--- src/rtl/rf_pkg.sv ---
// Shared types for the banked register file.
//   rf_state_t : copy controller state (IDLE, SAVE, RESTORE)
package rf_pkg;
  typedef enum logic [1:0] {
    IDLE    = 2'd0,
    SAVE    = 2'd1,
    RESTORE = 2'd2
  } rf_state_t;
endpackage

--- src/rtl/rf_copy_ctrl.sv ---
// Copy sequencer for the banked register file. Walks idx over every register,
// one per clock, in either direction (active->shadow or shadow->active).
// Ports:
//   clk, reset          : clock, async active-high reset
//   save_req            : start active->shadow copy (wins over restore_req)
//   restore_req         : start shadow->active copy
//   busy                : copy in progress (also gates writes in the top)
//   done                : one-cycle pulse after the last register is copied
//   copy_en             : copy idx this cycle
//   copy_restore        : 1 = shadow->active, 0 = active->shadow
//   idx                 : register being copied this cycle
module rf_copy_ctrl
  import rf_pkg::*;
#(
  parameter int NUM_REGS = 4,
  parameter int AW       = $clog2(NUM_REGS)
) (
  input  logic          clk,
  input  logic          reset,
  input  logic          save_req,
  input  logic          restore_req,
  output logic          busy,
  output logic          done,
  output logic          copy_en,
  output logic          copy_restore,
  output logic [AW-1:0] idx
);

  rf_state_t     state, state_nxt;
  logic [AW-1:0] idx_nxt;
  logic          done_nxt;

  always_ff @(posedge clk or posedge reset) begin
    if (reset) begin
      state <= IDLE;
      idx   <= '0;
      done  <= 1'b0;
    end else begin
      state <= state_nxt;
      idx   <= idx_nxt;
      done  <= done_nxt;
    end
  end

  always_comb begin
    state_nxt = state;
    idx_nxt   = idx;
    done_nxt  = 1'b0;
    case (state)
      IDLE: begin
        idx_nxt = '0;
        if (save_req)         state_nxt = SAVE;
        else if (restore_req) state_nxt = RESTORE;
      end
      SAVE, RESTORE: begin
        // requests are not sampled here: they are ignored while busy
        if (idx == AW'(NUM_REGS - 1)) begin
          state_nxt = IDLE;
          idx_nxt   = '0;
          done_nxt  = 1'b1;
        end else begin
          idx_nxt = idx + 1'b1;
        end
      end
      default: begin
        state_nxt = IDLE;
        idx_nxt   = '0;
      end
    endcase
  end

  assign busy         = (state != IDLE);
  assign copy_en      = busy;
  assign copy_restore = (state == RESTORE);

endmodule

--- src/rtl/banked_register_file.sv ---
// Register file with an active bank and a shadow bank. Two combinational read
// ports with write bypass; one write port that is stalled while a bank copy
// runs. save/restore copy the whole bank one register per clock.
// Ports:
//   clk, reset             : clock, async active-high reset
//   rd_addr_a/b, rd_data_a/b : read ports (active bank, bypassed)
//   wr_en, wr_addr, wr_data  : write request
//   wr_ready               : write accepted this cycle (no copy in progress)
//   save_req, restore_req  : start active->shadow / shadow->active copy
//   busy, done             : copy in progress / one-cycle completion pulse
module banked_register_file
  import rf_pkg::*;
#(
  parameter int DATA_W   = 8,
  parameter int NUM_REGS = 4,
  parameter int ZERO_REG = 0
) (
  input  logic                        clk,
  input  logic                        reset,
  input  logic [$clog2(NUM_REGS)-1:0] rd_addr_a,
  input  logic [$clog2(NUM_REGS)-1:0] rd_addr_b,
  output logic [DATA_W-1:0]           rd_data_a,
  output logic [DATA_W-1:0]           rd_data_b,
  input  logic                        wr_en,
  input  logic [$clog2(NUM_REGS)-1:0] wr_addr,
  input  logic [DATA_W-1:0]           wr_data,
  output logic                        wr_ready,
  input  logic                        save_req,
  input  logic                        restore_req,
  output logic                        busy,
  output logic                        done
);

  localparam int AW = $clog2(NUM_REGS);

  logic [DATA_W-1:0] active [NUM_REGS];
  logic [DATA_W-1:0] shadow [NUM_REGS];

  logic          copy_en, copy_restore;
  logic [AW-1:0] idx;
  logic          wr_acc;   // write handshake (drives bypass)
  logic          wr_commit; // write that actually lands in storage

  rf_copy_ctrl #(.NUM_REGS(NUM_REGS), .AW(AW)) u_ctrl (
    .clk          (clk),
    .reset        (reset),
    .save_req     (save_req),
    .restore_req  (restore_req),
    .busy         (busy),
    .done         (done),
    .copy_en      (copy_en),
    .copy_restore (copy_restore),
    .idx          (idx)
  );

  assign wr_ready  = !busy;
  assign wr_acc    = wr_en && wr_ready;
  assign wr_commit = wr_acc && !((ZERO_REG != 0) && (wr_addr == '0));

  // Writes and copies never overlap (wr_ready is low while copying), so one
  // source per register per cycle. A write landing on the save-accept edge
  // is therefore in the active bank before the first copy edge.
  always_ff @(posedge clk or posedge reset) begin
    if (reset) begin
      for (int r = 0; r < NUM_REGS; r++) begin
        active[r] <= '0;
        shadow[r] <= '0;
      end
    end else begin
      for (int r = 0; r < NUM_REGS; r++) begin
        if (copy_en && (idx == AW'(r))) begin
          if (copy_restore) begin
            // register 0 stays zero even if the shadow somehow holds data
            if (!((ZERO_REG != 0) && (r == 0))) active[r] <= shadow[r];
          end else begin
            shadow[r] <= active[r];
          end
        end else if (wr_commit && (wr_addr == AW'(r))) begin
          active[r] <= wr_data;
        end
      end
    end
  end

  // Zero-register mask is applied last so it also overrides the bypass.
  always_comb begin
    rd_data_a = active[rd_addr_a];
    if (wr_acc && (rd_addr_a == wr_addr))            rd_data_a = wr_data;
    if ((ZERO_REG != 0) && (rd_addr_a == '0))        rd_data_a = '0;
  end

  always_comb begin
    rd_data_b = active[rd_addr_b];
    if (wr_acc && (rd_addr_b == wr_addr))            rd_data_b = wr_data;
    if ((ZERO_REG != 0) && (rd_addr_b == '0))        rd_data_b = '0;
  end

endmodule

--- config.mk ---
export PLATFORM = sky130hd
export DESIGN_NAME = banked_register_file
export DESIGN_NICKNAME = d
export VERILOG_FILES = /design/src/rtl/rf_pkg.sv /design/src/rtl/rf_copy_ctrl.sv /design/src/rtl/banked_register_file.sv
export SDC_FILE = /design/constraint.sdc
export NUM_CORES = 1
export LEC_CHECK = 0
export ABC_AREA = 1
export BUFFER_PORTS_ARGS = -buffer_cell sky130_fd_sc_hd__buf_2
export CORE_MARGIN = 4
export CORE_UTILIZATION = 54
export CTS_CLUSTER_SIZE = 16
export DETAILED_ROUTE_END_ITERATION = 10
export PLACE_DENSITY = 0.73
export SYNTH_ARGS = -nofsm -noshare
export SYNTH_HDL_FRONTEND = slang
export SYNTH_HIERARCHICAL = 1
export SYNTH_SLANG_ARGS = --single-unit
--- constraint.sdc ---
create_clock -name clk -period 2.1 [get_ports clk]
set_input_delay 0.42 -clock clk [delete_from_list [all_inputs] [get_ports clk]]
set_output_delay 0.42 -clock clk [all_outputs]
set_load 0.01 [all_outputs]
# ---- Word level (Yosys, flattened, before mapping)
# Index checks and enable logic that the tools add are counted.
dict set report totals {
  regBits 69
  out_inout_bits 19
}
dict set report classes {
  reduce_logical 22
  n_eq_ne 12
  addsub 1
  bitwise 2
  n_mux 28
  n_lt_le_gt_ge 2
}
# cell count
set ops {}
lappend ops {{8-bit 2-to-1 mux} 18}
lappend ops {{8-bit binary-select mux with 2-bit select} 2}
lappend ops {{1-bit logical AND} 11}
lappend ops {{2-bit == test, second input constant} 5}
lappend ops {{2-bit 2-to-1 mux} 5}
lappend ops {{2-bit nonzero test} 5}
lappend ops {{2-bit by 1-bit == test with 1-bit output, second input constant} 3}
lappend ops {{3-bit >= comparator, second input constant} 2}
lappend ops {{2-bit logical NOT} 3}
lappend ops {{2-bit NOT with 3-bit output} 2}
lappend ops {{2-bit == test} 2}
lappend ops {{2-bit one-hot mux with 2 select lines} 1}
lappend ops {{3-bit inequality test, second input constant} 1}
lappend ops {{2-bit by 1-bit adder with 2-bit output, second input constant} 1}
lappend ops {{1-bit 2-to-1 mux} 2}
lappend ops {{2-bit inequality test, second input constant} 1}
lappend ops {{2-bit AND reduction} 1}
lappend ops {{2-bit OR reduction} 1}
lappend ops {{1-bit logical NOT} 1}

# ---- Depth between registers and ports, before layout
# Gate-level depths: netlist of run 1.
dict set report depth {
  word_depth 6
  mapped_depth 11
  mapped_depth_nobuf 9
}

# ---- Modules after synthesis
# Netlist of run 1, hierarchy kept.
# mod area_each_um2 cells_each instances
set modules_own_cells {}
lappend modules_own_cells {banked_register_file 4096.4 675 1}
lappend modules_own_cells {rf_copy_ctrl 264.0 31 1}

# ---- Worst setup path before layout of run 1
# Ideal clock, no wire load.
dict set report synth_timing {
  kind {flip-flop to output port}
  start {register u_ctrl.state[0]}
  end {output rd_data_a[0]}
  slack_ns 0.083
  path_stages_with_launch 10
  required_time_ns 1.680
  path_buffers 0
  arrival_time_ns 1.597
  cell_sequence {dfrtp_1 -> inv_1 -> ha_1 -> inv_1 -> inv_1 -> nand2_1 -> nor2_2 -> nand3_2 -> nand2_1 -> nand2_1}
}
dict set report synth_via {
  elab_chain_cells 5
}
# item line_no
set synth_rtl {}
lappend synth_rtl {{from (decl)} rf_copy_ctrl.sv:29} ;# rf_state_t state, state_nxt;
lappend synth_rtl {{from (signal assigned)} rf_copy_ctrl.sv:39} ;# state <= state_nxt;
lappend synth_rtl {{2-bit nonzero test} rf_copy_ctrl.sv:72} ;# assign busy = (state != IDLE);
lappend synth_rtl {{via busy} banked_register_file.sv:30} ;# output logic busy,
lappend synth_rtl {{1-bit logical NOT} banked_register_file.sv:56} ;# assign wr_ready = !busy;
lappend synth_rtl {{via wr_ready} banked_register_file.sv:27} ;# output logic wr_ready,
lappend synth_rtl {{1-bit logical AND} banked_register_file.sv:57} ;# assign wr_acc = wr_en && wr_ready;
lappend synth_rtl {{1-bit logical AND} banked_register_file.sv:88} ;# if (wr_acc && (rd_addr_a == wr_addr)) rd_data_a = wr_data;
lappend synth_rtl {{8-bit 2-to-1 mux} banked_register_file.sv:88}
lappend synth_rtl {{to (decl)} banked_register_file.sv:22} ;# output logic [DATA_W-1:0] rd_data_a,
# The timed path passes the listed nets, and every way through them passes these cells.

# ---- Worst setup path in the final report of run 1
dict set report layout_timing {
  start {register u_ctrl.state[0]}
  end {output rd_data_b[5]}
}
dict set report layout_via {
  elab_chain_cells 5
}
# item line_no
set layout_rtl {}
lappend layout_rtl {{2-bit nonzero test} rf_copy_ctrl.sv:72}
lappend layout_rtl {{1-bit logical NOT} banked_register_file.sv:56}
lappend layout_rtl {{1-bit logical AND} banked_register_file.sv:57}
lappend layout_rtl {{1-bit logical AND} banked_register_file.sv:94} ;# if (wr_acc && (rd_addr_b == wr_addr)) rd_data_b = wr_data;
lappend layout_rtl {{8-bit 2-to-1 mux} banked_register_file.sv:94}
lappend layout_rtl {{to (decl)} banked_register_file.sv:23} ;# output logic [DATA_W-1:0] rd_data_b,
# No other way between the ends.

==> results.sh, run 1 <==
export IMPL_status="finished with violations"
export IMPL_violations="negative setup slack"
export IMPL_hold_violations=0
export IMPL_numCtsBuffers=9
export IMPL_ys_seq_area_frac=0.396
export IMPL_fillers=691
export IMPL_vias=4628
export IMPL_io_pins=38
export IMPL_tightest_slew_ns=0.509
export IMPL_wl_per_cell_um=14.7
export IMPL_routed_via_density=5.30
export IMPL_whs_ns=0.337
export IMPL_ir_drop_v=0.000908
export IMPL_rows=32
export IMPL_core_area_um2=7810
export IMPL_grt_pass1_wl_um=21100
export IMPL_h_tree_depth=3
export IMPL_design_area_um2=5150
export IMPL_synth_edf_count=0
export IMPL_finalWirelength_um=12800
export IMPL_dr_pass1_iters=5
export IMPL_synth_area_leaders="dfrtp_1 40%, nand2_1 39%, nand3_1 7.1%, inv_1 4.2%, nand4_1 2.3%"
export IMPL_fin_cells=873
export IMPL_clockRootBuffer="clkbuf_8"
export IMPL_grt_overflow=0
export IMPL_portBuffers=37
export IMPL_gp_congestion=0.996
export IMPL_die_h_um=97.9
export IMPL_synth_warnings=6
export IMPL_post_synth_num_cell_types=19
export IMPL_dp_cells=846
export IMPL_required_ns=1.68
export IMPL_critPathLaunchType="flip-flop"
export IMPL_period_needed_ns=2.26
export IMPL_layout_common_cells="444 x nand2_1, 69 x dfrtp_1, 62 x nand3_1"
export IMPL_drive_above_1_share=0.158
export IMPL_die_area_um2=9580
export IMPL_drv_slew=0
export IMPL_p_per_area_nw_per_um2=1310
export IMPL_drc=0
export IMPL_die_x_um=97.9
export IMPL_cts_tree="done"
export IMPL_synth_flop_cell="dfrtp_1"
export IMPL_postRouteAntennaNets=0
export IMPL_track_usage=0.274
export IMPL_ys_seq_elements=69
export IMPL_end_kind="primary output"
export IMPL_ctsLongestPathBuffers=2
export IMPL_timing_slew_headroom=0.659
export IMPL_start_util=0.558
export IMPL_p_total_mw=6.73
export IMPL_max_cap_violations=0
export IMPL_synth_top_cell_area_share=0.396
export IMPL_dpl_hpwl_um=9030
export IMPL_antenna_cells=0
export IMPL_area_growth_pct=18.0
export IMPL_insertion_delay_ns=0.36
export IMPL_place_ws_ns=0.0521
export IMPL_critPathMaxFanout=8
export IMPL_clk_pin_slew_ns=0.08
export IMPL_finalSetupViolations=16
export IMPL_antenna_found_initial=0
export IMPL_yosysTopAreaCell="dfrtp_1"
export IMPL_setup_ws_ns=-0.163
export IMPL_max_freq_mhz=442
export IMPL_syn_area_um2=4360
export IMPL_layout_nets=788
export IMPL_synth_cells=706
export IMPL_placed_area_um2=4750
export IMPL_rsz0062_at_grt="yes"
export IMPL_fin_skew_ns=0.00887
export IMPL_leakagePower_nw=3.17
export IMPL_mostFrequentLayoutCell="nand2_1"
export IMPL_crit_type="flip-flop to primary output"
export IMPL_drt_iter0_drc=329
export IMPL_avgSynthCellArea_um2=6.18
export IMPL_min_period_over_period=1.08
export IMPL_syn_num_nets=728
export IMPL_async_flop_share=1.00
export IMPL_hp_class="input port to flip-flop"
export IMPL_first_global_vias=4199
export IMPL_clock_sinks=69
export IMPL_grt_start_max_net_pins=26
export IMPL_cp_arrival_ns=1.84
==> final timing paths <==
path	startpoint	end	slack (ns)	depth (start not counted)
min	save_req	u_ctrl/state[0]$_DFFE_PP0P_	0.34	3
min in group asynchronous	reset	u_ctrl/idx[1]$_DFF_PP0_	0.51	3
min reg2reg	shadow[23]$_DFFE_PP0P_	shadow[23]$_DFFE_PP0P_	0.48	2
max	u_ctrl/state[0]$_DFFE_PP0P_	rd_data_b[5]	-0.16	10
max reg2reg	u_ctrl/state[0]$_DFFE_PP0P_	active[0]$_DFFE_PP0P_	0.18	12
max in group asynchronous	reset	active[29]$_DFFE_PP0P_	0.82	4
==> cell usage after synthesis, types with 2 or more instances <==
cell and n:
nand2_1 456, buf_4 2, clkbuf_1 4, nor2_1 9, nand4_1 16, inv_2 2
clkinv_1 2, dfrtp_1 69, nand3_2 6, nand3_1 62, nand2_2 3, nor2_4 2
buf_2 17, ha_1 3, inv_1 49
==> state kept, by name, indices dropped and copies added (netlist names) <==
register / count
u_ctrl/state: 2
shadow: 32
u_ctrl/idx: 2
active: 32
u_ctrl/done: 1
==> repair_timing <==
action / 4_1_cts / 5_1_grt
buffers inserted: 3 / 7
hold buffers: 1 / 0
hold endpoints to repair: 5 / 0
pin swaps: 19 / 8
endpoints found under the setup margin: 16 / 18
gates resized for setup: 18 / 9
==> metrics by stage <==
step,setup TNS (ns),utilization
6_report,-1.71,0.659
5_1_grt,-3.22,0.659
4_1_cts,-0.898,0.649
3_5_place_dp,0,0.608
3_3_place_gp,0,0.608
2_1_floorplan,0,-
==> power by group <==
group	leakage, nW	switching, mW	internal [mW]
clock network	0.112	0.541	0.699
logic	2.17	2.03	1.19
registers	0.889	0.397	1.88
total	3.17	2.97	3.77
==> cells by family after synthesis <==
kind of cell	synth area share
and+or+nand+nor	0.519
DFF	0.396
AOI/OAI and AO/OA	0.00430
buffers and inverters	0.0720
adders and majority gates	0.00861
==> layout make-up <==
class | instances | area, um2 | share of cell area
clock buffers | 10 | 138 | 0.0267
clock inverters | 6 | 86.3 | 0.0168
inverters | 53 | 203 | 0.0394
multi-input cells | 561 | 2390 | 0.464
flip-flops and latches | 69 | 1730 | 0.335
well taps | 102 | 128 | 0.0248
repair buffers | 72 | 477 | 0.0926
==> critical path, stage by stage (launching register included) <==
cell and delay, ns:
dfrtp_1 0.40, inv_2 0.10, ha_4 0.15, inv_2 0.04, inv_2 0.07, nand2_4 0.08, nor2_4 0.19, nand3_4 0.16
nand2_2 0.11, nand2_1 0.05, buf_2 0.13
==> layer usage <==
| layer | wire length, um | global-route usage | vias to the layer above | share of wire |
|---|---|---|---|---|
| met5 | 0 | 0 | - | 0 |
| met4 | 510 | 0.120 | 0 | 0.040 |
| met3 | 799 | 0.0407 | 42 | 0.062 |
| met2 | 5930 | 0.443 | 183 | 0.46 |
| met1 | 5550 | 0.365 | 2100 | 0.43 |
| li1 | - | - | 2303 | - |
Note: power is estimated with default switching activity, not from simulation.
==> run 2: changes to the inputs <==
--- a/config.mk
+++ b/config.mk
@@ -8,10 +8,10 @@
 export ABC_AREA = 1
 export BUFFER_PORTS_ARGS = -buffer_cell sky130_fd_sc_hd__buf_2
 export CORE_MARGIN = 4
-export CORE_UTILIZATION = 54
+export CORE_UTILIZATION = 28
 export CTS_CLUSTER_SIZE = 16
 export DETAILED_ROUTE_END_ITERATION = 10
-export PLACE_DENSITY = 0.73
+export PLACE_DENSITY = 0.42
 export SYNTH_ARGS = -nofsm -noshare
 export SYNTH_HDL_FRONTEND = slang
 export SYNTH_HIERARCHICAL = 1
==> results.sh, run 2 (same netlist as run 1, synthesis figures left out) <==
export IMPL_status="finished with violations"
export IMPL_violations="negative setup slack"
export IMPL_final_core_util=0.354
export IMPL_wl_per_cell_um=15.4
export IMPL_rsz0062_at_grt="yes"
export IMPL_hp_class="input port to flip-flop"
export IMPL_mostFrequentLayoutCell="nand2_1"
export IMPL_dpl_hpwl_um=10600
export IMPL_grt_overflow=0
export IMPL_die_area_um2=17600
export IMPL_min_period_over_period=1.06
export IMPL_layout_nets=790
export IMPL_rows=45
export IMPL_clockRootBuffer="clkbuf_16"
export IMPL_drc=0
export IMPL_postRouteAntennaNets=0
export IMPL_critPathLaunchType="flip-flop"
export IMPL_setup_ws_ns=-0.116
export IMPL_routed_via_density=4.69
export IMPL_worst_hold_path_num_cells=4
export IMPL_switching_share=0.426
export IMPL_placed_area_um2=4910
export IMPL_end_kind="primary output"
export IMPL_required_ns=1.68
export IMPL_start_util=0.287
export IMPL_core_area_um2=15200
export IMPL_fin_skew_ns=0.00544
export IMPL_leakagePower_nw=3.24
export IMPL_fillers=1651
export IMPL_period_needed_ns=2.22
export IMPL_area_growth_pct=23.6
export IMPL_finalSetupViolations=16
export IMPL_p_clk_frac=0.221
export IMPL_p_switching_mw=3.07
export IMPL_reg_top3="active: 32 flops, shadow: 32 flops"
export IMPL_gp_congestion=0.893
export IMPL_die_x_um=133
export IMPL_r2r_cells=9
export IMPL_reg2reg_slack_ns=0.19
export IMPL_clk_pin_slew_ns=0.06
export IMPL_clock_sinks=69
export IMPL_design_area_um2=5390
export IMPL_dr_pass1_iters=5
export IMPL_r2r_start="u_ctrl/state[1]$_DFFE_PP0P_"
export IMPL_critPathMaxFanout=8
export IMPL_die_h_um=133
export IMPL_hold_violations=0
export IMPL_antenna_found_initial=0
export IMPL_max_freq_mhz=451
export IMPL_r2r_end="active[10]$_DFFE_PP0P_"
export IMPL_finalWirelength_um=14800
export IMPL_track_usage=0.174
export IMPL_slowest_stage="dfrtp_1"
export IMPL_numCtsBuffers=9
export IMPL_place_ws_ns=0.0988
export IMPL_h_tree_depth=3
export IMPL_timing_slew_headroom=0.739
export IMPL_io_pins=38
export IMPL_path_cells="inv_2 -> ha_4 -> inv_2 -> inv_2 -> nand2_4 -> buf_6 -> nor2_4 -> buf_6 -> nand4_1 -> nand2_1 -> buf_2"
export IMPL_drv_slew=0
export IMPL_tightest_slew_ns=0.390
export IMPL_cp_common_cell="inv_2"
export IMPL_drt_iter0_drc=339
export IMPL_ctsLongestPathBuffers=2
export IMPL_grt_pass1_wl_um=23900
export IMPL_first_global_vias=4358
export IMPL_power_frac_seq=0.314
export IMPL_crit_type="flip-flop to primary output"
export IMPL_antenna_cells=0
export IMPL_portBuffers=37
export IMPL_power_internal_mw=4.15
export IMPL_ir_drop_v=0.000491
export IMPL_cp_arrival_ns=1.80
export IMPL_cts_tree="done"
export IMPL_critPathMaxStageDelay_ns=0.39
export IMPL_max_cap_violations=0
export IMPL_layout_common_cells="445 x nand2_1, 69 x dfrtp_1, 62 x nand3_1"
export IMPL_drive_above_1_share=0.157
export IMPL_combPwrFrac=0.465
export IMPL_grt_start_max_net_pins=65
export IMPL_vias=4507
export IMPL_insertion_delay_ns=0.34
export IMPL_hp_start="save_req"
export IMPL_p_per_area_nw_per_um2=1340
export IMPL_holdPathEnd="u_ctrl/state[1]$_DFFE_PP0P_"
## run 2: cell count changes in the layout (fill, tap and decap cells not counted), moves of 2 or more
cell        delta
buf_2          -3
buf_6          +5
clkbuf_16      +9
clkbuf_8       -7
clkinvlp_4     -2
## run 2: metal layers
| layer | routed length (um) | track usage |
|---|---|---|
| met1 | 6800 | 0.232 |
| met2 | 7030 | 0.282 |
| met3 | 674 | 0.0384 |
| met4 | 310 | 0.0566 |
| met5 | 0 | 0 |
## run 2: critical path, delay by kind of cell (launching register included)
family,cells,cell delay [ns]
buffers and inverters,6,0.57
and+or+nand+nor,4,0.34
adders and majority gates,1,0.14
DFF,1,0.39
## run 2: worst max path at each step
stage	from	endpoint	slack (ns)
after global routing	u_ctrl/state[0]$_DFFE_PP0P_	rd_data_b[2]	-0.24
after floorplan	reset	active[0]$_DFFE_PP0P_	0.08
after global placement	wr_addr[1]	rd_data_a[0]	0.13
after CTS	u_ctrl/state[1]$_DFFE_PP0P_	rd_data_b[5]	-0.12
after detailed placement	u_ctrl/state[0]$_DFFE_PP0P_	rd_data_b[5]	0.1
final	u_ctrl/state[1]$_DFFE_PP0P_	rd_data_b[5]	-0.12
## run 2: what timing repair did
| action | CTS | global route |
|---|---|---|
| setup buffers | 5 | 2 |
| setup endpoints to repair | 16 | 16 |
| pin swaps | 12 | 5 |
| hold buffers | 1 | 0 |
| endpoints found under the hold margin | 5 | 0 |
| resized for setup | 19 | 10 |
## run 2: power by group through the flow
stage | sequential (mW) | clock, mW | combinational (mW)
floorplan | 2.17 | 0 | 2.19
global placement | 2.28 | 0 | 3.12
detailed placement | 2.29 | 0 | 3.16
CTS | 2.27 | 1.64 | 3.32
global route | 2.35 | 1.70 | 3.84
finish | 2.27 | 1.59 | 3.36
## run 2: cell type report
class                      count  area [um2]  share of cell area
multi-input combinational    561        2380               0.443
sequential                    69        1730               0.320
timing repair buffer          74         531              0.0985
clock buffer                  12         267              0.0495
tap                          188         235              0.0437
inverter                      53         199              0.0369
clock inverter                 4        45.0             0.00836
## run 2: through the flow
step / cells / hold WS (ns) / power [mW] / TNS (ns)
after floorplan: 706 / 0.199 / 4.37 / 0
after global placement: 937 / 0.346 / 5.39 / 0
after detailed placement: 937 / 0.351 / 5.45 / 0
after CTS: 959 / 0.366 / 7.23 / -1.26
after global routing: 961 / 0.391 / 7.89 / -2.90
final: 961 / 0.378 / 7.22 / -1.28
